--- config.mk ---
export PLATFORM = sky130hd
export DESIGN_NAME = muldiv_seq
export DESIGN_NICKNAME = d
export VERILOG_FILES = /design/src/rtl/muldiv_pkg.sv /design/src/rtl/add_sub.sv /design/src/rtl/muldiv_seq.sv
export SDC_FILE = /design/constraint.sdc
export NUM_CORES = 1
export LEC_CHECK = 0
export ABC_AREA = 1
export CORE_MARGIN = 2
export CORE_UTILIZATION = 56
export DETAILED_ROUTE_END_ITERATION = 8
export PLACE_DENSITY = 0.79
export RECOVER_POWER = 100
export SYNTH_ARGS = -nofsm -noshare
export SYNTH_HDL_FRONTEND = slang
export SYNTH_SLANG_ARGS = --single-unit
--- constraint.sdc ---
create_clock -name clk -period 8.9 [get_ports clk]
set_clock_uncertainty 0.1 [all_clocks]
set_input_delay 0.89 -clock clk [delete_from_list [all_inputs] [get_ports clk]]
set_output_delay 0.89 -clock clk [all_outputs]
set_load 0.02 [all_outputs]
--- src/rtl/muldiv_pkg.sv ---
// Shared types and constants for the iterative multiply/divide sequencer.
package muldiv_pkg;

  localparam int unsigned MULDIV_WIDTH = 32;
  localparam int unsigned MULDIV_ITER  = MULDIV_WIDTH;

  typedef enum logic [1:0] {
    MUL   = 2'b00,
    MULHU = 2'b01,
    DIVU  = 2'b10,
    REMU  = 2'b11
  } muldiv_op_t;

  typedef enum logic [1:0] {
    IDLE = 2'd0,
    RUN  = 2'd1,
    DONE = 2'd2
  } muldiv_state_t;

  function automatic logic op_is_div(input muldiv_op_t op);
    return (op == DIVU) || (op == REMU);
  endfunction

endpackage

--- src/rtl/add_sub.sv ---
// Single carry-chain adder/subtractor. For subtraction cOut is the borrow.
module add_sub #(
  parameter int unsigned WIDTH = 33
) (
  input  logic [WIDTH-1:0] a,
  input  logic [WIDTH-1:0] b,
  input  logic             add,
  output logic [WIDTH-1:0] y,
  output logic             cOut
);

  logic [WIDTH-1:0] b_eff;
  logic             carry;

  // Subtract as a + ~b + 1; the raw carry is "no borrow", so invert it.
  always_comb begin
    b_eff        = add ? b : ~b;
    {carry, y}   = {1'b0, a} + {1'b0, b_eff} + {{WIDTH{1'b0}}, ~add};
    cOut         = add ? carry : ~carry;
  end

endmodule

--- src/rtl/muldiv_seq.sv ---
// Iterative unsigned multiply/divide sequencer: shift-add multiply and
// restoring divide over WIDTH iterations sharing one add_sub carry chain.
module muldiv_seq
  import muldiv_pkg::*;
#(
  parameter int unsigned WIDTH = MULDIV_WIDTH
) (
  input  logic             clk,
  input  logic             reset,
  input  logic             StartE,
  input  logic             FlushE,
  input  logic [1:0]       MulDivOpE,
  input  logic [WIDTH-1:0] SrcAE,
  input  logic [WIDTH-1:0] SrcBE,
  output logic             BusyE,
  output logic             DoneE,
  output logic [WIDTH-1:0] MulDivResultE
);

  localparam int unsigned     CNT_W    = $clog2(WIDTH);
  localparam logic [CNT_W-1:0] CNT_LAST = CNT_W'(WIDTH - 1);

  muldiv_state_t    state, state_nxt;
  muldiv_op_t       op_in, op_q;
  logic             is_div_q;

  logic [WIDTH-1:0] b_q;
  logic [WIDTH-1:0] hi_q;       // multiply: P high word; divide: remainder R
  logic [WIDTH-1:0] lo_q;       // multiply: P low word;  divide: quotient Q
  logic [WIDTH-1:0] hi_nxt, lo_nxt;
  logic [WIDTH-1:0] step_result;
  logic [WIDTH-1:0] result_q;
  logic [CNT_W-1:0] cnt_q;

  logic             load_run, load_dz, step, last_step;

  logic [WIDTH:0]   as_a, as_b, as_y;
  logic             as_add, as_cout;

  assign op_in         = muldiv_op_t'(MulDivOpE);
  assign is_div_q      = op_is_div(op_q);
  assign last_step     = step && (cnt_q == CNT_LAST);
  assign MulDivResultE = result_q;

  // State register.
  always_ff @(posedge clk) begin
    if (reset) state <= IDLE;
    else       state <= state_nxt;
  end

  // Next-state, stall/done outputs and datapath load strobes.
  always_comb begin
    state_nxt = state;
    load_run  = 1'b0;
    load_dz   = 1'b0;
    step      = 1'b0;
    BusyE     = 1'b0;
    DoneE     = 1'b0;
    unique case (state)
      IDLE: begin
        if (StartE && !FlushE) begin
          BusyE = 1'b1;
          if (op_is_div(op_in) && (SrcBE == '0)) begin
            load_dz   = 1'b1;
            state_nxt = DONE;
          end else begin
            load_run  = 1'b1;
            state_nxt = RUN;
          end
        end
      end
      RUN: begin
        BusyE = 1'b1;
        if (FlushE) begin
          state_nxt = IDLE;
        end else begin
          step = 1'b1;
          if (cnt_q == CNT_LAST) state_nxt = DONE;
        end
      end
      DONE: begin
        DoneE     = !FlushE;
        state_nxt = IDLE;
      end
      default: state_nxt = IDLE;
    endcase
  end

  // Operand selection for the shared carry chain.
  always_comb begin
    if (is_div_q) begin
      as_add = 1'b0;
      as_a   = {hi_q, lo_q[WIDTH-1]};
      as_b   = {1'b0, b_q};
    end else begin
      as_add = 1'b1;
      as_a   = {1'b0, hi_q};
      as_b   = lo_q[0] ? {1'b0, b_q} : '0;
    end
  end

  add_sub #(.WIDTH(WIDTH + 1)) u_add_sub (
    .a    (as_a),
    .b    (as_b),
    .add  (as_add),
    .y    (as_y),
    .cOut (as_cout)
  );

  // One iteration's register update and the result word it would yield.
  always_comb begin
    if (is_div_q) begin
      hi_nxt = as_cout ? as_a[WIDTH-1:0] : as_y[WIDTH-1:0];
      lo_nxt = {lo_q[WIDTH-2:0], ~as_cout};
    end else begin
      hi_nxt = as_y[WIDTH:1];
      lo_nxt = {as_y[0], lo_q[WIDTH-1:1]};
    end
    step_result = lo_nxt;
    case (op_q)
      MULHU:   step_result = hi_nxt;
      REMU:    step_result = hi_nxt;
      default: step_result = lo_nxt;
    endcase
  end

  // Working registers, iteration counter and result register.
  always_ff @(posedge clk) begin
    if (reset) begin
      op_q     <= MUL;
      b_q      <= '0;
      hi_q     <= '0;
      lo_q     <= '0;
      cnt_q    <= '0;
      result_q <= '0;
    end else begin
      if (load_run) begin
        op_q  <= op_in;
        b_q   <= SrcBE;
        hi_q  <= '0;
        lo_q  <= SrcAE;
        cnt_q <= '0;
      end else if (step) begin
        hi_q  <= hi_nxt;
        lo_q  <= lo_nxt;
        cnt_q <= cnt_q + 1'b1;
      end
      if (load_dz) begin
        result_q <= (op_in == DIVU) ? '1 : SrcAE;
      end else if (last_step) begin
        result_q <= step_result;
      end
    end
  end

endmodule

# --- Yosys cells after proc, flatten, opt, wreduce, memory -nomap -nowiden ---
# Index checks and enable logic that the tools add are counted.
# W data, S select, Z words.
word_totals:
  out_inout_bits: 34
  word_cells: 66
  reg_bits: 137
  inputBits: 70
classes:
  n_reduce_logical: 13
  n_mux: 30
  bitwise_logic: 3
  eq_ne: 10
  n_addsub: 3
op_table:
  columns: ["operator", "n"]
  rows:
  - ["$mux W32", 11]
  - ["$mux W33", 2]
  - ["$add A33 B33 Y34", 1]
  - ["$add A34 B1 Y34", 1]
  - ["$not A32 Y33", 1]
  - ["$logic_not A32 Y1", 1]
  - ["$mux W1", 11]
  - ["$eq A2 B2 Y1 const B", 5]
  - ["$mux W2", 4]
  - ["$add A5 B1 Y5 const B", 1]
  - ["$eq A5 B5 Y1 const B", 1]
  - ["$eq A2 B1 Y1 const B", 2]
  - ["$pmux W2 S2", 1]
  - ["$reduce_bool A2 Y1", 2]
  - ["$reduce_or A2 Y1", 2]
  - ["$logic_and A1 B1 Y1", 3]
  - ["$ne A3 B3 Y1 const B", 1]
  - ["$logic_not A2 Y1", 1]
  - ["$logic_or A1 B1 Y1", 2]
  - ["$ne A2 B2 Y1 const B", 1]
  - ["$not A1 Y1", 2]
  - ["$pmux W1 S2", 1]
  - ["$reduce_and A2 Y1", 1]
  - ["$logic_not A1 Y1", 1]

# --- Depth between registers and ports, before layout ---
# Gate-level depths: netlist of run 1.
logic_depth:
  word_depth: 14
  mapped_depth: 25
  ltp_nobuf: 23

# --- Modules after synthesis ---
# A second synthesis of run 1 with hierarchy kept.
unflattened:
  cells_unflattened: 1723
  hier_area_um2: 10794.1
by_module_without_submodules:
  columns: ["module", "area_each_um2", "instances", "cells_each", "seq_area_each_um2"]
  rows:
  - ["muldiv_seq", 8136.6, 1, 1222, 2742.6]
  - ["add_sub", 2657.5, 1, 501, 0.0]

# --- Worst setup path before layout of run 1 ---
# No wires, ideal clock.
synth_timing:
  kind: "register -> register"
  startpoint: "register op_q[1]"
  endpoint: "register result_q[27], in the netlist MulDivResultE[27]"
  stages_incl_launch_ff: 23
  synth_period_minus_slack_ns: 3.438
  setup_time_ns: 0.128
  t_arrival_ns: 3.210
  path_slack_ns: 5.462
  required_ns: 8.672
  path_buffers: 6
  path_cell_list: "dfxtp_1 -> buf_6 -> buf_2 -> buf_2 -> buf_2 -> clkbuf_1 -> a21oi_1 -> o21ai_0 -> inv_1 -> ha_1 -> a21oi_1 -> o21ai_0 -> a21oi_1 -> nor2_1 -> nor2_4 -> nand3_4 -> inv_2 -> buf_6 -> nand2_1 -> nand3_1 -> nand2_1 -> a21oi_1 -> nor2_1"
synth_between:
  elab_chain_len: 14
  word_cells_on_any_way: 19
  cone_classes: "2 x add/sub; 3 x eq/ne; 10 x mux; 2 x bitwise; 2 x reduce/logical"
synth_rtl:
  columns: ["item", "line_no", "text"]
  rows:
  - ["from (decl)", "muldiv_seq.sv:24", "muldiv_op_t op_in, op_q;"]
  - ["from (signal assigned)", "muldiv_seq.sv:138", "op_q <= op_in;"]
  - ["$eq A2 B2 Y1 (on tied branches)", "muldiv_pkg.sv:21, muldiv_seq.sv:120", null]
  - ["$logic_or A1 B1 Y1", "muldiv_pkg.sv:21", "return (op == DIVU) || (op == REMU);"]
  - ["$mux W32", "muldiv_seq.sv:91", "if (is_div_q) begin"]
  - ["$not A32 Y33", "add_sub.sv:17", "b_eff = add ? b : ~b;"]
  - ["$mux W33", "add_sub.sv:17", null]
  - ["$add A33 B33 Y34", "add_sub.sv:18", "{carry, y} = {1'b0, a} + {1'b0, b_eff} + {{WIDTH{1'b0}}, ~add};"]
  - ["$add A34 B1 Y34", "add_sub.sv:18", null]
  - ["$not A1 Y1", "add_sub.sv:19", "cOut = add ? carry : ~carry;"]
  - ["$mux W1", "add_sub.sv:19", null]
  - ["$mux W32", "muldiv_seq.sv:113", "hi_nxt = as_cout ? as_a[WIDTH-1:0] : as_y[WIDTH-1:0];"]
  - ["$mux W32", "muldiv_seq.sv:112", "if (is_div_q) begin"]
  - ["$mux W32 *", "muldiv_seq.sv:120", "case (op_q)"]
  - ["$mux W32 *", "muldiv_seq.sv:150", "end else if (last_step) begin"]
  - ["$mux W32 *", "muldiv_seq.sv:148", "if (load_dz) begin"]
  - ["to (signal assigned)", "muldiv_seq.sv:149", "result_q <= (op_in == DIVU) ? '1 : SrcAE;"]
  - ["to (signal assigned)", "muldiv_seq.sv:151", "result_q <= step_result;"]
  - ["to (decl)", "muldiv_seq.sv:32", "logic [WIDTH-1:0] result_q;"]
# Mark *: on every way between the ends. The rest lies on a longest branch, timed or not. The select of a mux whose other input is x is not followed.
# A chain may end at the register's enable or synchronous reset.

# --- Worst setup path in the final report of run 1 ---
layout_timing:
  startpoint: "register op_q[1]"
  endpoint: "register hi_q[10]"
layout_between:
  elab_chain_len: 11
  word_cells_on_any_way: 13
  cone_classes: "2 x add/sub; 2 x eq/ne; 6 x mux; 2 x bitwise; 1 x reduce/logical"
layout_rtl:
  columns: ["item", "line_no", "text"]
  rows:
  - ["$eq A2 B2 Y1", "muldiv_pkg.sv:21", null]
  - ["$logic_or A1 B1 Y1 *", "muldiv_pkg.sv:21", null]
  - ["$mux W32", "muldiv_seq.sv:91", null]
  - ["$not A32 Y33", "add_sub.sv:17", null]
  - ["$mux W33", "add_sub.sv:17", null]
  - ["$add A33 B33 Y34", "add_sub.sv:18", null]
  - ["$add A34 B1 Y34", "add_sub.sv:18", null]
  - ["$not A1 Y1", "add_sub.sv:19", null]
  - ["$mux W1", "add_sub.sv:19", null]
  - ["$mux W32", "muldiv_seq.sv:113", null]
  - ["$mux W32 *", "muldiv_seq.sv:112", null]
  - ["to (signal assigned)", "muldiv_seq.sv:144", "hi_q <= hi_nxt;"]
  - ["to (decl)", "muldiv_seq.sv:28", "logic [WIDTH-1:0] hi_q;"]
# Mark *: on every way between the ends. The rest lies on a longest branch, timed or not.

==> results.py, run 1 <==
metrics = {
    "global_routing": {
        "grt_max_degree": 128,
        "grt-ovfl-total": 0,
        "grt_usage_pct": 36.96,
        "grt_pass1_wl_um": 54160,
        "antenna_found_initial": 0,
        "grt_pass1_vias": 10270,
    },
    "floorplanning": {
        "start_util_pct": 57.60,
        "die_y_um": 137.8,
        "core-area_um2": 17420,
        "die_w_um": 137.8,
        "num_rows": 48,
        "io_pins": 104,
        "die_area_um2": 19000,
    },
    "synthesis": {
        "yosys_warnings": 0,
        "yosysUniqueCellTypes": 46,
        "seq_area_frac_synth_pct": 27.34,
        "syn-num-nets": 1798,
        "synth_seq_cells": 137,
        "avgSynthCellArea_um2": 5.922,
        "syn_inst": 1694,
        "synth_area_um2": 10030,
    },
    "clocking": {
        "clockBufferDepth": 2,
        "clk_pin_slew_ns": 0.07,
        "post_cts_buffers": 0,
        "cts_buffers": 17,
        "cts_tree": "done",
        "h-tree-depth": 4,
        "clkLatencyLatePin_ns": 0.43,
        "cts_resized": 0,
        "cts-root-buf": "clkbuf_16",
        "clock-sinks": 137,
        "cts-hold-fix-buffers": 0,
    },
    "timing": {
        "min_period_ns": 6.491,
        "finalCritPeriodShare_pct": 72.93,
        "slew_violations": 164,
        "timing.fmax_ghz": 0.1541,
        "tightest_slew_ns": 2.482,
        "setup_violations": 0,
        "worst_hold_slack_ns": 0.3608,
        "hold_viol": 0,
        "maxSlewHeadroom_pct": -65.45,
        "finalSetupTns_ns": 0,
        "grt_setup_unrepaired": "no",
    },
    "drt": {
        "remaining_drc_errors": 0,
        "dr_total_vias": 11415,
        "drtIter0Drc": 1171,
        "viasPerCell": 5.791,
        "ant_nets": 0,
        "first_pass_iters": 6,
        "wl_um": 34510,
        "wl_per_cell_um": 17.51,
    },
    "final_layout": {
        "regArea_um2": 2743,
        "multi_input_area_um2": 6112,
        "antenna_cells": 0,
        "fillCellCount": 1710,
        "finalNonFillerCells": 1971,
        "fin_util_pct": 66.18,
        "syn_to_final_growth_pct": 14.89,
        "layout-drive-gt1-share_pct": 3.723,
        "mostFrequentLayoutCells": "nand2_1, inv_1, nor2_1",
        "layout_commonest_cell": "nand2_1",
        "fin_area_um2": 11530,
        "nets": 1838,
    },
    "power": {
        "internal-power_mw": 1.104,
        "leakage_nw": 5.379,
        "power_switching_uw": 512.7,
        "power.density_nw_per_um2": 140.2,
        "seqPwrFrac_pct": 40.7,
        "p_comb_share_pct": 18.3,
        "ir_drop_v": 0.0001407,
        "switching_share_pct": 31.72,
        "power_frac_clock_pct": 40.9,
    },
    "placed_design": {
        "port_buffers": 103,
        "dp_cells": 1940,
        "place_congestion": 0.9970,
        "dp_hpwl_um": 25000,
        "place_area_um2": 11040,
    },
    "hold_path": {
        "whs_path_depth": 2,
        "hold_class": "flop to flop",
    },
    "critical_path": {
        "r2r_cells": 18,
        "cp.required_ns": 9.12,
        "worstSetupPathType": "flop to flop",
        "crit_arrival_ns": 6.71,
        "cp-end-kind": "flop",
        "crit_path_start_kind": "flop",
        "cp_max_fo": 65,
    },
    "flow_run": {
        "maxCapViolCount": 3,
    },
    "run_status": {
        "violations": "max-capacitance violations, max-slew violations",
        "outcome": "finished with violations",
    },
}
## layer usage
layer  vias to the layer above  track usage (%)  part of all wire [%]
li1                       5605                -                     -
met1                      5138            50.00                    42
met2                       571            55.78                    44
met3                       101            7.138                   9.8
met4                         0            18.88                   4.7
met5                         -                0                     0
## worst max-delay path: stages (launching register included)
cell and delay, ns:
dfxtp_1 1.78, inv_2 0.97, or2_2 0.55, o21ai_0 0.20, inv_1 0.10, ha_1 0.43, nand2_1 0.13, nor2_1 0.20
nand2_1 0.07, inv_1 0.09, nand3_1 0.09, nand3_2 0.13, nand2_4 0.16, nand3_1 0.20, inv_1 0.30, nand2_1 0.14
nand3_1 0.21, o21ai_0 0.41, inv_1 0.07
## synthesized netlist by cell type, drive strengths merged
library cell | number | share of area (%)
nand2 | 457 | 17
inv | 202 | 7.6
nor2 | 200 | 7.7
o21ai | 195 | 9.8
a21oi | 148 | 7.4
dfxtp | 137 | 27
nand3 | 83 | 4.3
clkbuf | 64 | 2.4
ha | 33 | 4.1
buf | 30 | 1.7
nand4 | 26 | 1.6
a31oi | 25 | 1.6
xor2 | 13 | 1.1
nor3 | 10 | 0.65
o211ai | 10 | 0.75
o31ai | 10 | 0.75
or2 | 9 | 0.56
a221oi | 6 | 0.52
nand3b | 6 | 0.45
mux2i | 5 | 0.50
nor4 | 5 | 0.31
and3 | 4 | 0.25
o21bai | 3 | 0.22
a211oi | 2 | 0.15
nor3b | 2 | 0.15
o21a | 2 | 0.15
o22ai | 2 | 0.12
xnor2 | 2 | 0.17
a21o | 1 | 0.075
and2 | 1 | 0.062
fa | 1 | 0.20
## state kept, by name (all words and copies together), names as in the netlist
signal / cells
op_q: 2
lo_q: 32
cnt_q: 5
hi_q: 32
b_q: 32
state: 2
MulDivResultE: 32
## power groups by stage
stage               logic [mW]  clock network, mW  registers, mW
floorplan                0.194                  0          0.661
global placement         0.284                  0          0.670
detailed placement       0.286                  0          0.671
CTS                      0.289              0.664          0.658
global route             0.327              0.685          0.662
finish                   0.296              0.662          0.659
## area by class of cell
cell class                      instances  area share, %
Sequential cell                       137          23.79
Timing Repair Buffer                  115          9.520
Tap cell                              225          2.442
Inverter                              202          6.578
Multi-Input combinational cell       1261          53.03
Clock buffer                           18          3.810
Clock inverter                         13         0.8250
## through the flow
stage / setup slack, ns / power, mW
2_1_floorplan: 5.462 / 0.8552
3_3_place_gp: 3.976 / 0.9548
3_5_place_dp: 4.010 / 0.9571
4_1_cts: 4.197 / 1.611
5_1_grt: 1.725 / 1.674
6_report: 2.409 / 1.616
## worst paths after layout
kind	end	from	slack, ns
setup / recovery	hi_q[10]	op_q[1]	2.41
hold / removal	MulDivResultE[24]	MulDivResultE[24]	0.36
setup reg to reg	hi_q[10]	op_q[1]	2.41
hold reg to reg	MulDivResultE[24]	MulDivResultE[24]	0.36
## logic make-up after synthesis
logic type / synth area share (%)
AO/OA/AOI/OAI: 21.53
XOR/XNOR: 1.310
adder cells (fa/ha/maj): 4.315
buffers and inverters: 11.69
flip-flops: 27.34
multiplexers: 0.4989
AND/OR/NAND/NOR: 33.32
Note: power is estimated with default switching activity, not from simulation.
==> run 2, diff against run 1 <==
--- a/config.mk
+++ b/config.mk
@@ -7,9 +7,9 @@
 export LEC_CHECK = 0
 export ABC_AREA = 1
 export CORE_MARGIN = 2
-export CORE_UTILIZATION = 56
+export CORE_UTILIZATION = 53
 export DETAILED_ROUTE_END_ITERATION = 8
-export PLACE_DENSITY = 0.79
+export PLACE_DENSITY = 0.78
 export RECOVER_POWER = 100
 export SYNTH_ARGS = -nofsm -noshare
 export SYNTH_HDL_FRONTEND = slang
==> constraint.sdc (replaced) <==
create_clock -name clk -period 5.3 [get_ports clk]
set_clock_uncertainty 0.1 [all_clocks]
set_input_delay 0.53 -clock clk [delete_from_list [all_inputs] [get_ports clk]]
set_output_delay 0.53 -clock clk [all_outputs]
set_load 0.02 [all_outputs]
==> run 2 against run 1 <==
The flow still finishes with violations (max-capacitance violations, max-slew violations). First-iteration DRC count fell by 10%. Wire length fell by 2.4%. Count of clock-buffer cells in the layout fell by 1. Non-clock buffer count rose by 3. Critical path type is now input port to flop. Critical endpoint is now lo_q[15]. Largest cell class unchanged.
==> results.py, run 2 (synthesized netlist as in run 1, its figures left out) <==
metrics = {
    "timing": {
        "setup_violations": 0,
        "finalCritPeriodShare_pct": 84.75,
        "grt_setup_unrepaired": "no",
        "min_period_ns": 4.492,
        "worst_hold_slack_ns": 0.3631,
        "finalSetupTns_ns": 0,
        "slew_violations": 64,
        "maxSlewHeadroom_pct": -91.94,
        "timing.fmax_ghz": 0.2226,
        "tightest_slew_ns": 2.879,
        "hold_viol": 0,
    },
    "floorplanning": {
        "num_rows": 50,
        "die_area_um2": 20040,
        "core-area_um2": 18640,
        "die_w_um": 141.6,
        "die_y_um": 141.6,
        "io_pins": 104,
        "start_util_pct": 53.81,
    },
    "final_layout": {
        "fillCellCount": 1890,
        "layout_commonest_cell": "nand2_1",
        "syn_to_final_growth_pct": 15.70,
        "layout-drive-gt1-share_pct": 4.231,
        "mostFrequentLayoutCells": "nand2_1, inv_1, o21ai_0",
        "multi_input_area_um2": 6117,
        "fin_util_pct": 62.26,
        "nets": 1841,
        "antenna_cells": 0,
        "regArea_um2": 2746,
    },
    "critical_path": {
        "crit_arrival_ns": 4.68,
        "rr_startpoint": "op_q[1]",
        "cpMostUsedCell": "nor2_1",
        "critical_path.cell_chain": "dlygate4sd3_1 > nor2_1 > nand4_1 > nor2_1 > and3_1 > nand2_1 > inv_1 > nor2_1 > clkbuf_1 > nor2_2 > buf_4 > a221oi_1 > nor2_1",
        "cp_slowest_stage_delay_ns": 2.08,
        "r2r_end": "MulDivResultE[3]",
        "r2r_cells": 20,
        "cp_max_fo": 63,
        "cp-end-kind": "flop",
        "r2r_slack_ns": 0.86,
        "crit_path_start_kind": "input port",
        "worstSetupPathType": "input port to flop",
        "cp_slowest_cell": "clkbuf_1",
        "cp.required_ns": 5.49,
    },
    "global_routing": {
        "antenna_found_initial": 0,
        "grt_usage_pct": 33.51,
        "grt_pass1_vias": 10124,
        "grt_max_degree": 158,
        "grt-ovfl-total": 0,
        "grt_pass1_wl_um": 53120,
    },
    "clocking": {
        "cts_resized": 0,
        "h-tree-depth": 4,
        "post_cts_buffers": 0,
        "clockBufferDepth": 2,
        "clk_pin_slew_ns": 0.06,
        "cts_tree": "done",
        "clkLatencyLatePin_ns": 0.43,
        "cts-root-buf": "clkbuf_16",
        "cts_buffers": 17,
        "clock-sinks": 137,
        "cts-hold-fix-buffers": 0,
    },
    "drt": {
        "drtIter0Drc": 1049,
        "ant_nets": 0,
        "remaining_drc_errors": 0,
        "wl_per_cell_um": 16.99,
        "dr_total_vias": 11261,
        "wl_um": 33700,
        "first_pass_iters": 6,
        "viasPerCell": 5.679,
    },
    "hold_path": {
        "whs_path_depth": 2,
        "hp-start": "MulDivResultE[22]",
        "hold_class": "flop to flop",
        "min_to": "MulDivResultE[22]",
    },
    "power": {
        "leakage_nw": 5.398,
        "ir_drop_v": 0.0002272,
        "p_comb_share_pct": 18.1,
        "power.density_nw_per_um2": 235.9,
        "power_switching_uw": 850.1,
        "power_frac_clock_pct": 41.5,
        "internal-power_mw": 1.889,
        "seqPwrFrac_pct": 40.4,
        "finalPower_mw": 2.739,
        "switching_share_pct": 31.04,
    },
    "placed_design": {
        "dp_hpwl_um": 24760,
        "port_buffers": 103,
        "place_congestion": 0.9551,
    },
    "run_status": {
        "violations": "max-capacitance violations, max-slew violations",
        "outcome": "finished with violations",
    },
    "flow_run": {
        "maxCapViolCount": 1,
    },
}
run 2: worst max path at each step:
stage | startpoint | endpoint | depth (start not counted)
3_3_place_gp | op_q[1] | MulDivResultE[26] | 21
3_5_place_dp | op_q[1] | MulDivResultE[30] | 18
4_1_cts | op_q[1] | MulDivResultE[30] | 18
5_1_grt | op_q[1] | MulDivResultE[3] | 20
6_report | SrcBE[8] | lo_q[15] | 13
2_1_floorplan | op_q[1] | MulDivResultE[27] | 22
run 2: power groups by stage:
stage          registers, mW  logic (mW)  clock network, mW
6_report                1.11       0.495               1.14
5_1_grt                 1.11       0.546               1.19
4_1_cts                 1.10       0.488               1.15
3_5_place_dp            1.13       0.485                  0
3_3_place_gp            1.13       0.481                  0
2_1_floorplan           1.11       0.326                  0
run 2: area by class of cell:
type                            instances  area share (%)
Tap cell                              234           2.522
Sequential cell                       137           23.66
Timing Repair Buffer                  118           9.852
Inverter                              202           6.532
Clock inverter                         14           1.067
Clock buffer                           17           3.665
Multi-Input combinational cell       1261           52.70
run 2: routing by layer:
layer / share of wire [%] / up-vias / global-route usage, %
li1: - / 5614 / -
met1: 43 / 5062 / 44.86
met2: 45 / 496 / 52.58
met3: 7.9 / 89 / 6.986
met4: 4.2 / 0 / 14.00
met5: 0 / - / 0
run 2: critical path, delay by kind of cell:
kind | cells | cell delay, ns
AND/OR/NAND/NOR | 8 | 0.76
AO/OA/AOI/OAI | 1 | 0.32
buffers and inverters | 4 | 3.03
run 2: through the flow:
step                cell area, um^2  cells  worst slack (ns)
floorplan                     10030   1694             1.862
global placement              11090   1952             1.376
detailed placement            11090   1952             1.366
CTS                           11630   1983             1.348
global route                  11610   1983            0.4559
finish                        11610   1983            0.8083
